===== src/rtl/instruction_cache_if.sv =====
// Fetch-side (PC/busyWait) and memory-side signals of the instruction cache.
// The slave modport is the cache; the master modport is the pipeline/memory environment.
interface instruction_cache_if;
  logic [31:0]  address;
  logic [31:0]  instruction;
  logic         busyWait;
  logic         mem_read;
  logic [27:0]  mem_address;
  logic [127:0] mem_readdata;
  logic         mem_busywait;

  modport slave (
    input  address, mem_readdata, mem_busywait,
    output instruction, busyWait, mem_read, mem_address
  );

  modport master (
    output address, mem_readdata, mem_busywait,
    input  instruction, busyWait, mem_read, mem_address
  );
endinterface


===== src/rtl/instruction_cache.sv =====
// Direct-mapped read-only instruction cache, 16-byte lines, combinational hit path,
// three-state block refill from instruction memory.
module instruction_cache #(
  parameter int INDEX_BITS = 3
) (
  input logic               CLK,
  input logic               RESET,
  instruction_cache_if.slave bus
);
  localparam int LINES    = 1 << INDEX_BITS;
  localparam int TAG_BITS = 28 - INDEX_BITS;

  typedef enum logic [1:0] {IDLE, MEM_READ, UPDATE} state_t;

  state_t                state;
  logic [LINES-1:0]      valid;
  logic [TAG_BITS-1:0]   tags [LINES];
  logic [127:0]          data [LINES];
  logic [127:0]          fill;
  logic                  mem_read_q;

  logic [1:0]            offset;
  logic [INDEX_BITS-1:0] index;
  logic [TAG_BITS-1:0]   tag;
  logic [127:0]          line;
  logic                  hit;

  assign offset = bus.address[3:2];
  assign index  = bus.address[4 +: INDEX_BITS];
  assign tag    = bus.address[31 -: TAG_BITS];
  assign line   = data[index];
  assign hit    = valid[index] && (tags[index] == tag);

  always_comb begin
    bus.instruction = '0;
    if (hit && !RESET)
      bus.instruction = line[{offset, 5'd0} +: 32];
  end

  assign bus.busyWait    = RESET | (state != IDLE) | !hit;
  // Registered request is masked during reset so an abandoned fill drops mem_read at once.
  assign bus.mem_read    = mem_read_q & ~RESET;
  assign bus.mem_address = bus.address[31:4];

  always_ff @(posedge CLK) begin
    if (RESET) begin
      state      <= IDLE;
      valid      <= '0;
      mem_read_q <= 1'b0;
      fill       <= '0;
    end else begin
      case (state)
        IDLE: begin
          if (!hit) begin
            state      <= MEM_READ;
            mem_read_q <= 1'b1;
          end
        end
        MEM_READ: begin
          if (!bus.mem_busywait) begin
            fill       <= bus.mem_readdata;
            mem_read_q <= 1'b0;
            state      <= UPDATE;
          end
        end
        UPDATE: begin
          data[index]  <= fill;
          tags[index]  <= tag;
          valid[index] <= 1'b1;
          state        <= IDLE;
        end
        default: state <= IDLE;
      endcase
    end
  end
endmodule


===== src/flat_wrapper.sv =====
// flat-port wrapper written by rule: the top's interface ports become plain ports
module instruction_cache_flat 
#(
  parameter int INDEX_BITS = 3
)
  (CLK, RESET, bus_address, bus_mem_readdata, bus_mem_busywait, bus_instruction, bus_busyWait, bus_mem_read, bus_mem_address);
  instruction_cache_if bus_i ();
  input logic CLK;
  input logic RESET;
  input wire logic [$bits(bus_i.address)-1:0] bus_address;
  input wire logic [$bits(bus_i.mem_readdata)-1:0] bus_mem_readdata;
  input wire logic [$bits(bus_i.mem_busywait)-1:0] bus_mem_busywait;
  output wire logic [$bits(bus_i.instruction)-1:0] bus_instruction;
  output wire logic [$bits(bus_i.busyWait)-1:0] bus_busyWait;
  output wire logic [$bits(bus_i.mem_read)-1:0] bus_mem_read;
  output wire logic [$bits(bus_i.mem_address)-1:0] bus_mem_address;
  assign bus_i.address = bus_address;
  assign bus_i.mem_readdata = bus_mem_readdata;
  assign bus_i.mem_busywait = bus_mem_busywait;
  assign bus_instruction = bus_i.instruction;
  assign bus_busyWait = bus_i.busyWait;
  assign bus_mem_read = bus_i.mem_read;
  assign bus_mem_address = bus_i.mem_address;
  instruction_cache #(.INDEX_BITS(INDEX_BITS)) u_core (.CLK(CLK), .RESET(RESET), .bus(bus_i));
endmodule

===== config.mk =====
export PLATFORM = sky130hd
export DESIGN_NAME = instruction_cache_flat
export DESIGN_NICKNAME = d
export VERILOG_FILES = /design/src/rtl/instruction_cache_if.sv /design/src/rtl/instruction_cache.sv /design/src/flat_wrapper.sv
export SDC_FILE = /design/constraint.sdc
export NUM_CORES = 1
export LEC_CHECK = 0
export ABC_AREA = 1
export CELL_PAD_IN_SITES_DETAIL_PLACEMENT = 0
export CELL_PAD_IN_SITES_GLOBAL_PLACEMENT = 1
export CORE_MARGIN = 10
export CORE_UTILIZATION = 45
export CTS_CLUSTER_SIZE = 8
export DETAILED_ROUTE_END_ITERATION = 8
export PLACE_DENSITY = 0.75
export SETUP_SLACK_MARGIN = 0.3
export SLEW_MARGIN = 40
export SYNTH_ARGS = -nofsm -noshare
export SYNTH_HDL_FRONTEND = slang
export SYNTH_SLANG_ARGS = --single-unit

===== constraint.sdc =====
create_clock -name CLK -period 17.1 [get_ports CLK]
set_clock_uncertainty 0.2 [all_clocks]
set_input_delay 3.42 -clock CLK [delete_from_list [all_inputs] [get_ports CLK]]
set_output_delay 3.42 -clock CLK [all_outputs]
set_load 0.01 [all_outputs]

==> parameters.txt <==
Parameter                              Value

Status
  Result of the run    finished clean

Floorplanning
  Vertical die dimension    356 um
  Die X-Extent    356 um
  Starting utilization of the core area    45.3%
  Number of primary I/O pins    225
  Core Rows    123
  Core outline area    112,000 um2
  Area of the die    127,000 um2

Routing
  Final routed DRC violation total    0
  Vias after detailed routing    30,700
  Per-cell via count in the routed design    5.55
  Pre-antenna DRT Iters    6
  First-iteration detailed-routing DRC count    3,064
  DRT met1 WL    56.1 mm
  Per-cell routed wire length    24.1 um
  Routed met2 length    61.9 mm
  Remaining antenna violation count after routing    0
  Routed met3 length    12.2 mm
  Highest routing layer actually used    met5
  Wirelength, routed    134 mm

Flow run
  MaxCap Viol Count    0

Finish
  Non-Filler Instances    5,537
  Synthesis-to-layout area growth    18.0%
  Layout cell share with drive strength beyond 1    8.08%
  Number of fillers in the final layout    9,107
  ANT cells    0
  Post-Route Utilization    53.5%
  Number of nets in the finished design    4,059

Worst setup path
  CP delay by family, top    buffers and inverters
  Reg2Reg Setup Slack    13.78 ns
  FF-to-FF Start    u_core.state[1]$_SDFFE_PP0P_
  Cell breakdown of the critical path    buf_4 > inv_4 > buf_4 > nand2_4 > buf_4 > buf_6 > o22ai_1 > nor4_1 > nand3_1 > nand3_1 > nand2_1 > nor2_2 > clkdlybuf4s50_1
  Critical Path AT    8.36 ns
  Number of buffers and inverters on the critical path    6
  Crit path capture type    primary output
  Dominant cell type by count on the critical path    sky130_fd_sc_hd__buf_4
  Largest incremental delay on the critical path    0.57 ns
  Path type of the worst setup path    input port to primary output
  CP Data Required Time    13.48 ns
  R2R cell count    8
  Reg2reg end    u_core.data[5][0]$_DFFE_PP_
  Worst-path maximum fanout    72
  Slowest CP cell    sky130_fd_sc_hd__buf_4
  Startpoint type of the worst setup path    input port

Clocking
  Number of buffers created by CTS    188
  Clock sinks    1,363
  Number of buffers on the longest clock path    3
  Number of setup buffers added after CTS    0
  CTS tree    built
  Htree depth    4
  Hold_buf cts    0
  Root Buffer Master    sky130_fd_sc_hd__clkbuf_16
  Later-pin clock latency in the skew report    0.76 ns
  Post-cts sizing count    0
  CTS clock-pin slew for the worst setup and hold paths    0.05 ns

Logic synthesis
  Dominant cell type by area after synthesis    sky130_fd_sc_hd__edfxtp_1
  Synth top area share    72.1%
  Count of different cell masters after synthesis    40
  Syn. warnings    0
  Yosys reg bits    1,363
  Number of flops mapped to enable cells by yosys    1,224
  Sequential element share of the synthesized area    77.6%
  Post-synth design cell area    50,900 um2
  Instance count of the mapped netlist    3,658
  Share of synthesized registers carrying an async set or reset    0%
  Mean instance size in the synthesized netlist    13.9 um2
  Number of nets produced by synthesis    3,821
  Main flop type after synthesis    sky130_fd_sc_hd__edfxtp_1
  Most area-consuming cells after synthesis    sky130_fd_sc_hd__edfxtp_1, sky130_fd_sc_hd__dfxtp_1, sky130_fd_sc_hd__o22ai_1

GRT
  Pin count of the biggest net entering global routing    104
  Wire length of the first global-routing pass    196 mm
  GR Util All Layers    20.6%
  Number of antenna violations at the first check in global routing    6
  Number of global-route vias before repair    30,000
  Sum of overflow across all layers after global routing    0

Pwr
  Highest ir drop seen on vdd    0.104 mV
  Leakage power    20.2 nW
  Power density of the placed cells    125 nW/um2

Place
  Half-perimeter wire length of the detailed placement result    71.4 mm
  Final Wtd Congestion    0.741
  Buffers on Ports    222
  # placed instances    5,203

Timing
  Setup repair after global routing missed its margin    false
  Count of pins over their slew limit    0
  Number of hold-slack violations in the final timing report    0
  Worst-Margin Slew    0.905 ns
  Count of final setup violators    0
  Final worst path period need    11.98 ns
  Highest Clock Rate    83.5 MHz
  Setup TNS Final    0 ns
  Final Cycle Share    70.1%
  Rel. slew slack    39.1%

Hold path
  Hold Path Sink    u_core.valid[4]$_SDFFE_PP0N_
  Start point of the worst min-delay path    u_core.valid[4]$_SDFFE_PP0N_
  Kind of path behind the tightest hold check    register to register
  Hold depth    2
-- cells in the mapped netlist (all sizes together), types with 4 or more instances --
master,count
nand4,5
buf,123
dfxtp,139
nor2,456
nand3,129
o211ai,13
o2111ai,99
a21oi,131
nand2,301
a22o,4
clkbuf,111
or2,15
o21ai,171
inv,273
edfxtp,1224
o22ai,395
nor3,29
nand3b,23
-- report_power, final --
group          switching (mW)  leakage, nW  internal [mW]
logic                   0.228         5.28          0.114
clock network            1.34         2.58           2.07
registers              0.0660         12.4           3.70
total                    1.63         20.2           5.88
-- worst max-delay path by stage --
stage,from,endpoint,slack [ns],cells after the start
global route,bus_address[4],bus_instruction[29],4.83,13
detailed placement,bus_address[4],bus_instruction[24],5.19,13
finish,bus_address[4],bus_instruction[29],5.12,13
CTS,bus_address[4],bus_instruction[24],5.18,13
global placement,bus_address[4],bus_instruction[24],4.96,13
floorplan,bus_address[4],u_core.data[6][0]$_DFFE_PP_,5.41,8
-- cells in the final DEF (no fill, tap or decap), types with 4 or more instances in the layout --
master	synthesis	layout
sky130_fd_sc_hd__buf_16	0	6
sky130_fd_sc_hd__nor2_1	417	409
sky130_fd_sc_hd__o21ai_0	156	152
sky130_fd_sc_hd__nor2_4	6	14
sky130_fd_sc_hd__nand2_1	298	294
sky130_fd_sc_hd__a21oi_1	131	131
sky130_fd_sc_hd__nand3_1	128	128
sky130_fd_sc_hd__dfxtp_1	139	139
sky130_fd_sc_hd__buf_6	15	18
sky130_fd_sc_hd__buf_4	35	32
sky130_fd_sc_hd__o2111ai_1	99	99
sky130_fd_sc_hd__nand4_1	5	5
sky130_fd_sc_hd__or2_1	15	15
sky130_fd_sc_hd__inv_4	2	5
sky130_fd_sc_hd__nand3b_1	23	23
sky130_fd_sc_hd__nor2_2	33	33
sky130_fd_sc_hd__o22ai_1	395	395
sky130_fd_sc_hd__nor3_1	29	29
sky130_fd_sc_hd__edfxtp_1	1224	1224
sky130_fd_sc_hd__inv_1	267	267
sky130_fd_sc_hd__clkinv_8	0	5
sky130_fd_sc_hd__o21ai_1	15	19
sky130_fd_sc_hd__o211ai_1	13	13
sky130_fd_sc_hd__buf_12	0	4
sky130_fd_sc_hd__clkbuf_1	111	128
sky130_fd_sc_hd__clkbuf_16	0	191
sky130_fd_sc_hd__clkdlybuf4s50_1	0	219
sky130_fd_sc_hd__a22o_1	4	4
-- flip-flops by register name (all words and copies together) (netlist names) --
signal,flops
u_core.fill,128
u_core.state,2
u_core.data,1024
u_core.tags,200
u_core.valid,8
u_core.mem_read_q,1
-- per-stage QoR --
step	power (mW)	hold slack (ns)	worst slack [ns]	area, um2
after floorplan	3.99	0.223	5.41	50900
after global placement	4.16	0.234	4.96	54400
after detailed placement	4.17	0.241	5.19	54600
after CTS	7.55	0.254	5.18	60100
after global routing	7.75	0.284	4.83	60100
final	7.51	0.253	5.12	60100
-- worst register-to-register path, stage by stage, from the launching register on --
cell,delay (ns)
sky130_fd_sc_hd__dfxtp_1,0.32
sky130_fd_sc_hd__inv_1,0.06
sky130_fd_sc_hd__nor2_1,0.09
sky130_fd_sc_hd__nand2_1,0.05
sky130_fd_sc_hd__buf_4,0.26
sky130_fd_sc_hd__nor2_4,0.56
sky130_fd_sc_hd__buf_6,0.60
sky130_fd_sc_hd__buf_4,0.55
sky130_fd_sc_hd__buf_12,0.28
-- area by class of cell --
cell class / instances / area (um2) / share of cell area (%)
well taps: 1500 / 1880 / 3.12
flip-flops and latches: 1363 / 39500 / 65.7
repair buffers: 282 / 2920 / 4.85
multi-input cells: 1787 / 9320 / 15.5
clock buffers: 319 / 5260 / 8.75
clock inverters: 12 / 186 / 0.310
inverters: 274 / 1040 / 1.73
-- routing by layer --
metal | vias to the layer above | GRT usage [%]
met4 | 6 | 6.53
met3 | 217 | 4.93
met2 | 1312 | 32.4
li1 | 14100 | -
met5 | - | 0
met1 | 15100 | 28.2
-- cells by family (layout without fill, tap and decap cells) --
| group | after synthesis | in the layout | share of synthesized area (%) |
|---|---|---|---|
| and+or+nand+nor | 961 | 961 | 8.04 |
| AOI/OAI and AO/OA | 822 | 822 | 9.93 |
| DFF | 1363 | 1363 | 77.6 |
| buffers and inverters | 508 | 887 | 4.35 |
| xor gates and xnor gates | 4 | 4 | 0.0688 |
Note: power is estimated with default switching activity, not from simulation.
